<file path="src/rtl/sdram_write_pkg.sv">
// rtl/sdram_write_pkg.sv - SDRAM command encodings, address field widths and write FSM states
//
// Contents:
//   CMD_*         4-bit SDRAM commands as {cs_n, ras_n, cas_n, we_n}
//   *_W           address field widths of the packed {bank, row, col} address
//   ADDR_IDLE     address bus value while no command is issued
//   ADDR_PRE_ALL  address bus value for PRECHARGE with A10 set (all banks)
//   wr_state_t    one-hot state encoding of the write sequencer

package sdram_write_pkg;

    localparam logic [3:0] CMD_NOP        = 4'b0111;
    localparam logic [3:0] CMD_ACTIVE     = 4'b0011;
    localparam logic [3:0] CMD_WRITE      = 4'b0100;
    localparam logic [3:0] CMD_BURST_STOP = 4'b0110;
    localparam logic [3:0] CMD_PRECHARGE  = 4'b0010;

    localparam int BA_W    = 2;
    localparam int ROW_W   = 11;
    localparam int COL_W   = 8;
    localparam int ADDR_W  = BA_W + ROW_W + COL_W;
    localparam int LEN_W   = 9;
    localparam int DATA_W  = 32;

    localparam logic [BA_W-1:0]  BA_IDLE      = 2'b11;
    localparam logic [ROW_W-1:0] ADDR_IDLE    = 11'h7ff;
    localparam logic [ROW_W-1:0] ADDR_PRE_ALL = 11'h400;

    typedef enum logic [8:0] {
        S_IDLE   = 9'b000000001,
        S_ACTIVE = 9'b000000010,
        S_TRCD   = 9'b000000100,
        S_WRITE  = 9'b000001000,
        S_DATA   = 9'b000010000,
        S_BSTOP  = 9'b000100000,
        S_PRECH  = 9'b001000000,
        S_TRP    = 9'b010000000,
        S_END    = 9'b100000000
    } wr_state_t;

endpackage

</file>
<file path="src/rtl/sdram_write.sv">
// rtl/sdram_write.sv - SDRAM full-page burst write sequencer
//
// Ports:
//   sys_clk, sys_rst_n   clock (rising edge), asynchronous active-low reset
//   init_end             SDRAM initialisation complete
//   wr_en                write grant from the arbiter, held until wr_end
//   wr_addr_in[20:0]     {bank[20:19], row[18:8], col[7:0]}
//   wr_burst_len[8:0]    words per burst (1..256, 0 treated as 1)
//   wr_data_in[31:0]     upstream FIFO data, valid the clock after wr_ack
//   wr_ack               upstream FIFO read strobe
//   wr_end               one-clock pulse when the burst sequence completes
//   wr_cmd[3:0]          {cs_n, ras_n, cas_n, we_n}
//   wr_ba[1:0]           bank address
//   wr_addr[10:0]        SDRAM address bus
//   wr_sdram_en          DQ output enable
//   wr_data[31:0]        data driven onto DQ

module sdram_write
    import sdram_write_pkg::*;
#(
    parameter int TRCD_CLK = 2,
    parameter int TRP_CLK  = 2
) (
    input  logic              sys_clk,
    input  logic              sys_rst_n,
    input  logic              init_end,
    input  logic              wr_en,
    input  logic [ADDR_W-1:0] wr_addr_in,
    input  logic [LEN_W-1:0]  wr_burst_len,
    input  logic [DATA_W-1:0] wr_data_in,
    output logic              wr_ack,
    output logic              wr_end,
    output logic [3:0]        wr_cmd,
    output logic [BA_W-1:0]   wr_ba,
    output logic [ROW_W-1:0]  wr_addr,
    output logic              wr_sdram_en,
    output logic [DATA_W-1:0] wr_data
);

    localparam logic [LEN_W-1:0] TRCD_LAST = LEN_W'(TRCD_CLK - 1);
    localparam logic [LEN_W-1:0] TRP_LAST  = LEN_W'(TRP_CLK - 1);

    wr_state_t          state;
    wr_state_t          next_state;
    logic [LEN_W-1:0]   cnt;
    logic [LEN_W-1:0]   len_q;
    logic [BA_W-1:0]    bank_q;
    logic [ROW_W-1:0]   row_q;
    logic [COL_W-1:0]   col_q;
    logic               start;

    assign start = init_end && wr_en;

    always_ff @(posedge sys_clk or negedge sys_rst_n) begin
        if (!sys_rst_n) begin
            state  <= S_IDLE;
            cnt    <= '0;
            len_q  <= '0;
            bank_q <= '0;
            row_q  <= '0;
            col_q  <= '0;
        end else begin
            state <= next_state;
            // cnt counts clocks spent in the current state; it restarts on every transition
            if (state != next_state) begin
                cnt <= '0;
            end else begin
                cnt <= cnt + 1'b1;
            end
            if (state == S_IDLE && start) begin
                bank_q <= wr_addr_in[ADDR_W-1 -: BA_W];
                row_q  <= wr_addr_in[COL_W +: ROW_W];
                col_q  <= wr_addr_in[COL_W-1:0];
                len_q  <= (wr_burst_len == '0) ? LEN_W'(1) : wr_burst_len;
            end
        end
    end

    always_comb begin
        next_state = state;
        case (state)
            S_IDLE:   if (start) next_state = S_ACTIVE;
            S_ACTIVE: next_state = S_TRCD;
            S_TRCD:   if (cnt == TRCD_LAST) next_state = S_WRITE;
            // the WRITE clock carries the first word, so DATA covers the remaining len-1
            S_WRITE:  next_state = (len_q == LEN_W'(1)) ? S_BSTOP : S_DATA;
            S_DATA:   if (cnt == len_q - LEN_W'(2)) next_state = S_BSTOP;
            S_BSTOP:  next_state = S_PRECH;
            S_PRECH:  next_state = S_TRP;
            S_TRP:    if (cnt == TRP_LAST) next_state = S_END;
            S_END:    next_state = S_IDLE;
            default:  next_state = S_IDLE;
        endcase
    end

    // Outputs decode straight from the state register so an asynchronous reset
    // returns the bus to NOP immediately.
    always_comb begin
        wr_cmd      = CMD_NOP;
        wr_ba       = BA_IDLE;
        wr_addr     = ADDR_IDLE;
        wr_ack      = 1'b0;
        wr_sdram_en = 1'b0;
        wr_end      = 1'b0;
        case (state)
            S_ACTIVE: begin
                wr_cmd  = CMD_ACTIVE;
                wr_ba   = bank_q;
                wr_addr = row_q;
            end
            S_TRCD: begin
                // FIFO data lags wr_ack by one clock, so the first read leads WRITE
                wr_ack = (cnt == TRCD_LAST);
            end
            S_WRITE: begin
                wr_cmd      = CMD_WRITE;
                wr_ba       = bank_q;
                wr_addr     = {3'b000, col_q};
                wr_sdram_en = 1'b1;
                wr_ack      = (len_q > LEN_W'(1));
            end
            S_DATA: begin
                wr_sdram_en = 1'b1;
                // the last DATA clock needs no further read
                wr_ack      = (cnt < len_q - LEN_W'(2));
            end
            S_BSTOP: begin
                wr_cmd = CMD_BURST_STOP;
            end
            S_PRECH: begin
                wr_cmd  = CMD_PRECHARGE;
                wr_addr = ADDR_PRE_ALL;
            end
            S_END: begin
                wr_end = 1'b1;
            end
            default: begin
            end
        endcase
    end

    assign wr_data = wr_data_in;

endmodule

</file>
<file path="config.mk">
export PLATFORM = sky130hd
export DESIGN_NAME = sdram_write
export DESIGN_NICKNAME = d
export VERILOG_FILES = /design/src/rtl/sdram_write_pkg.sv /design/src/rtl/sdram_write.sv
export SDC_FILE = /design/constraint.sdc
export NUM_CORES = 1
export LEC_CHECK = 0
export CELL_PAD_IN_SITES_DETAIL_PLACEMENT = 1
export CELL_PAD_IN_SITES_GLOBAL_PLACEMENT = 2
export CORE_MARGIN = 1
export CORE_UTILIZATION = 27
export CTS_BUF_LIST = sky130_fd_sc_hd__clkbuf_4 sky130_fd_sc_hd__clkbuf_8
export DETAILED_ROUTE_END_ITERATION = 8
export PLACE_DENSITY_LB_ADDON = 0.1
export SLEW_MARGIN = 30
export SYNTH_ARGS = -nofsm -noshare
export SYNTH_HDL_FRONTEND = slang
export SYNTH_SLANG_ARGS = --single-unit
</file>
<file path="constraint.sdc">
create_clock -name sys_clk -period 2.7 [get_ports sys_clk]
set_input_delay 0.54 -clock sys_clk [delete_from_list [all_inputs] [get_ports sys_clk]]
set_output_delay 0.54 -clock sys_clk [all_outputs]
set_load 0.02 [all_outputs]
</file>
## After elaboration in Yosys (flattened, before gate mapping)

Index checks and enable logic that the tools add are counted.

| cells by class | value |
|---|---|
| equality and inequality tests | 13 |
| add/subtract/negate cells | 2 |
| multiplexer cells | 14 |
| order comparisons | 2 |
| reduce and logical (&&, ||, !) cells | 5 |

Operators by type and width:

| cell | number |
|---|---|
| 9-bit case mux with 8 select lines | 1 |
| 9-bit two-way mux | 6 |
| 11-bit case mux with 3 select lines | 1 |
| 9-bit by 1-bit == test with 1-bit output (second input constant) | 3 |
| 3-bit case mux with 4 select lines | 1 |
| 9-bit by 1-bit adder with 9-bit output (second input constant) | 1 |
| 9-bit by 2-bit == test with 1-bit output (second input constant) | 1 |
| 9-bit by 3-bit == test with 1-bit output (second input constant) | 1 |
| 9-bit by 4-bit == test with 1-bit output (second input constant) | 1 |
| 9-bit by 5-bit == test with 1-bit output (second input constant) | 1 |
| 9-bit by 6-bit == test with 1-bit output (second input constant) | 1 |
| 9-bit by 7-bit == test with 1-bit output (second input constant) | 1 |
| 9-bit by 8-bit == test with 1-bit output (second input constant) | 1 |
| 9-bit == test | 1 |
| 9-bit == test (second input constant) | 1 |
| 9-bit by 1-bit > comparator with 1-bit output (second input constant) | 1 |
| 9-bit logical NOT | 1 |
| 9-bit < comparator | 1 |
| 9-bit != test | 1 |
| 9-bit by 2-bit subtractor with 9-bit output (second input constant) | 1 |
| 6-bit two-way mux | 1 |
| 2-bit OR reduction | 2 |
| 1-bit case mux with 3 select lines | 1 |
| 1-bit logical AND | 2 |
| 2 further kinds | 3 |

| storage, ports and cells | value |
|---|---|
| logic and storage cells | 42 |
| input port bits | 66 |
| bits in registers | 48 |
| output and inout port bits | 52 |

## Depth between registers and ports, before layout

Gate-level depths: netlist of the first run.

| logic depth | value |
|---|---|
| word-level depth | 6 |
| depth in mapped cells | 9 |

## Least setup slack after synthesis of the first run

Ideal clock, no wire load.

| timing | value |
|---|---|
| path kind | register -> output |
| start | reg len_q[3] |
| end | out wr_ack |
| stages on the path, launching flop included | 9 |
| path buffers | 0 |
| arrival time | 2,166 ps |
| required time | 2,160 ps |
| path slack | -6 ps |
| cells stage by stage | dfrtp_1 -> nor4_1 -> and3b_1 -> xnor2_1 -> ha_1 -> o21ai_0 -> nor2_1 -> or3_1 -> o211ai_1 |

| between the ends | value |
|---|---|
| longest elaborated chain between the ends | 3 |

RTL lines:

| what | line | source |
|---|---|---|
| start: declaration | sdram_write.sv:46 | `logic [LEN_W-1:0] len_q;` |
| start signal: assignment | sdram_write.sv:74 | `len_q <= (wr_burst_len == '0) ? LEN_W'(1) : wr_burst_len;` |
| 9-bit by 2-bit subtractor with 9-bit output | sdram_write.sv:125 | `wr_ack = (cnt < len_q - LEN_W'(2));` |
| 9-bit < comparator | sdram_write.sv:125 |  |
| 1-bit case mux with 3 select lines * | sdram_write.sv:105 | `case (state)` |
| end: declaration | sdram_write.sv:31 | `output logic wr_ack,` |

Mark *: on every way between the ends. The rest lies on a longest branch, timed or not.

## Worst setup path in the final report of the first run

Ends and elaborated chain as after synthesis.

==> results of run 1 <==
## flip-flops by register name, indices dropped and copies added (netlist names)
| signal | flops |
|---|---|
| row_q | 11 |
| cnt | 9 |
| len_q | 9 |
| state | 9 |
| col_q | 8 |
| bank_q | 2 |
## critical path, cell delays in order (launching register included)
cell and delay [ns]:
dfrtp_1 0.43, nor4_4 0.33, and3b_1 0.23, xnor2_1 0.12, ha_1 0.26, o21ai_1 0.08, nor2_1 0.04, or3_1 0.31
o211ai_1 0.24, buf_4 0.19
## routing by layer
layer,routed length (um),share of wire [%],up-vias
li1,-,-,1109
met1,3820,45,1166
met2,4270,50,51
met3,295,3.5,8
met4,82,0.97,0
met5,0,0,-
## Yosys cell counts, drive strengths merged, types with 2 or more instances
cell,number,area share [%]
dfrtp,47,39
buf,37,10
mux2,29,14
nor2,15,2.4
a21oi,14,2.3
ha,12,5.0
nand2,12,1.5
xor2,10,2.9
a221o,8,2.7
inv,8,1.0
nor4,8,1.7
o21ai,6,1.0
nand2b,5,1.0
xnor2,5,1.5
and4,4,1.2
clkbuf,4,0.50
nand3,4,0.66
nand4,4,0.83
nor4b,4,1.2
and3,3,0.62
or4,3,1.0
a21o,2,0.50
and4b,2,0.66
mux2i,2,0.66
nor3,2,0.33
o31ai,2,0.50
or2,2,0.42
## through the flow
step	TNS [ns]	hold slack (ns)	cell area, um^2	total power (W)
2_1_floorplan	0	0.244	3020	0.00208
3_3_place_gp	-4.67	0.484	3830	0.00260
3_5_place_dp	-4.57	0.486	3830	0.00262
4_1_cts	-1.28	0.139	4110	0.00327
5_1_grt	-2.03	0.144	4150	0.00346
6_report	-1.05	0.144	4150	0.00322
## report_power, final
| group | internal (W) | switching (W) |
|---|---|---|
| clock | 0.000303 | 0.000262 |
| sequential | 0.000980 | 0.000209 |
| combinational | 0.000882 | 0.000582 |
| total | 0.00217 | 0.00105 |
## repair_timing
item                                    in CTS  in global routing
pin swaps                                    5                  8
gates resized for setup                     97                 22
cloned                                       0                  1
buffers inserted                             9                  4
endpoints found under the setup margin      19                 20
## worst min path at each step
stage / start / end / slack (ns) / cells past startpoint
2_1_floorplan: sys_rst_n / bank_q[0]$_DFFE_PN0P_ / 0.24 / 0
3_3_place_gp: bank_q[0]$_DFFE_PN0P_ / bank_q[0]$_DFFE_PN0P_ / 0.48 / 1
3_5_place_dp: bank_q[1]$_DFFE_PN0P_ / bank_q[1]$_DFFE_PN0P_ / 0.49 / 1
4_1_cts: sys_rst_n / state[6]$_DFF_PN0_ / 0.14 / 1
5_1_grt: sys_rst_n / state[7]$_DFF_PN0_ / 0.14 / 1
6_report: sys_rst_n / state[6]$_DFF_PN0_ / 0.14 / 1
## kinds of logic after synthesis
kind of cell / count (synthesis)
simple gates: 75
buf+inv: 49
flops: 48
compound gates: 38
mux: 31
xor+xnor: 15
fa+ha+maj: 12
other cells: 1
## area by class of cell
| type | count | area [um^2] | share of cell area [%] |
|---|---|---|---|
| inverters | 8 | 32.5 | 0.784 |
| well taps | 140 | 175 | 4.22 |
| multi-input cells | 173 | 1540 | 37.1 |
| clock inverters | 2 | 38.8 | 0.935 |
| repair buffers | 119 | 1080 | 26.0 |
| clock buffers | 6 | 82.6 | 1.99 |
| flip-flops and latches | 48 | 1200 | 29.0 |
==> impl_metrics.env, run 1 <==
export IMPL_worst_setup_path_start_kind="flip-flop"
export IMPL_met2_usage_pct=26.2
export IMPL_async_flop_share_pct=100
export IMPL_postSynthAreaPerCell_um2=11.2
export IMPL_hold_violations=0
export IMPL_netlist_instances=269
export IMPL_cts_tree="yes"
export IMPL_cts_buffers=5
export IMPL_syn_cell_area_mm2=0.00301
export IMPL_synth_fa_ha_area_share_pct=4.98
export IMPL_die_w_um=108
export IMPL_ys_warn_count=0
export IMPL_clock_skew_ns=0.0122
export IMPL_synth_mux_area_share_pct=15.0
export IMPL_critPathMaxFanout=3
export IMPL_synthSimpleGateAreaFrac_pct=15.3
export IMPL_final_common_cell="buf_4"
export IMPL_grt_pass1_wl_um=13400
export IMPL_grt_pass1_vias=2553
export IMPL_crit_required_ns=2.16
export IMPL_critPathCaptureType="primary output"
export IMPL_synth_seq_cells=48
export IMPL_worstReg2RegStart="state[6]$_DFF_PN0_"
export IMPL_wirelength_um=8470
export IMPL_yosysSeqAreaShare_pct=39.9
export IMPL_yosysUniqueCellTypes=47
export IMPL_grt_busiest_layer="met2"
export IMPL_rrSetupSlack_ns=0.05
export IMPL_grt_usage_pct=15.2
export IMPL_synthXorXnorAreaFrac_pct=4.36
export IMPL_final_cell_mix="buf_4 (56), dfrtp_1 (47), clkdlybuf4s50_1 (32)"
export IMPL_clkLatencyLatePin_ns=0.31
export IMPL_crit_arrival_ns=2.55
export IMPL_io_pins=118
export IMPL_synth_edff_count=0
export IMPL_finalSetupViolCount=9
export IMPL_root_buffer="clkbuf_8"
export IMPL_power_density_mw_per_mm2=776
export IMPL_cap_violations=0
export IMPL_period_needed_ns=3.09
export IMPL_routedWlPerCell_um=17.1
export IMPL_layout_setup_ws_ns=-0.385
export IMPL_fp_coreArea_mm2=0.0108
export IMPL_diodes=0
export IMPL_startpoint="len_q[3]$_DFFE_PN0P_"
export IMPL_first_pass_iters=4
export IMPL_crit_type="flip-flop to primary output"
export IMPL_grt_remaining_overflow=0
export IMPL_synth_nets=347
export IMPL_post_place_ws_ns=-0.609
export IMPL_die_area_mm2=0.0116
export IMPL_rsz0062_at_grt="true"
export IMPL_irDropWorstVdd_uv=323
export IMPL_synth_ff_type="dfrtp_1"
export IMPL_viasPerCell=4.71
export IMPL_relSlewSlack_pct=66.8
export IMPL_cts_sinks=48
export IMPL_cts_max_path_buffers=2
export IMPL_die_h_um=108
export IMPL_drt_iter0_markers=55
export IMPL_status="finished with violations"
export IMPL_dpl_hpwl_um=6340
export IMPL_worst_pin_slew_ns=0.493
export IMPL_final_antenna_net_count=0
export IMPL_leakage_nw=1.92
export IMPL_grt_start_max_net_pins=22
export IMPL_fin_cells=496
export IMPL_endpoint="wr_ack"
export IMPL_initial_core_util_pct=27.8
export IMPL_grt_met3_usage_pct=3.33
export IMPL_synth_top_family_by_area="simple AND/OR/NAND/NOR gates"
export IMPL_synth_compound_area_share_pct=8.51
export IMPL_dp_cells=475
export IMPL_nNetsFinal=433
export IMPL_min_path_type="primary input to async pin"
export IMPL_finalCritPeriodShare_pct=114
export IMPL_nFillCells=1228
export IMPL_grt_met1_usage_pct=18.9
export IMPL_cts_htree_levels=2
export IMPL_rr_worst_depth=8
export IMPL_area_delta_synth_final_pct=37.7
export IMPL_failed_checks="negative setup slack"
export IMPL_clk_pin_slew_ns=0.10
export IMPL_port_buffers=52
export IMPL_antenna_found_initial=0
export IMPL_slew_violations=0
export IMPL_postCtsHoldBufs=0
export IMPL_final_util_pct=38.3
export IMPL_routabilityCongestion=0.733
export IMPL_r2r_end="row_q[1]$_DFFE_PN0P_"
export IMPL_max_freq_mhz=324
export IMPL_row_count=38
export IMPL_num_vias=2334
export IMPL_drc=0
export IMPL_drive_gt1_share_pct=39.6
Note: power is estimated with default switching activity, not from simulation.
==> run 2: changes to the inputs <==
GPL_ROUTABILITY_DRIVEN = 0   (was default)
==> results of run 2 <==
The final DEF is identical to that of run 1; final timing and power are the same.
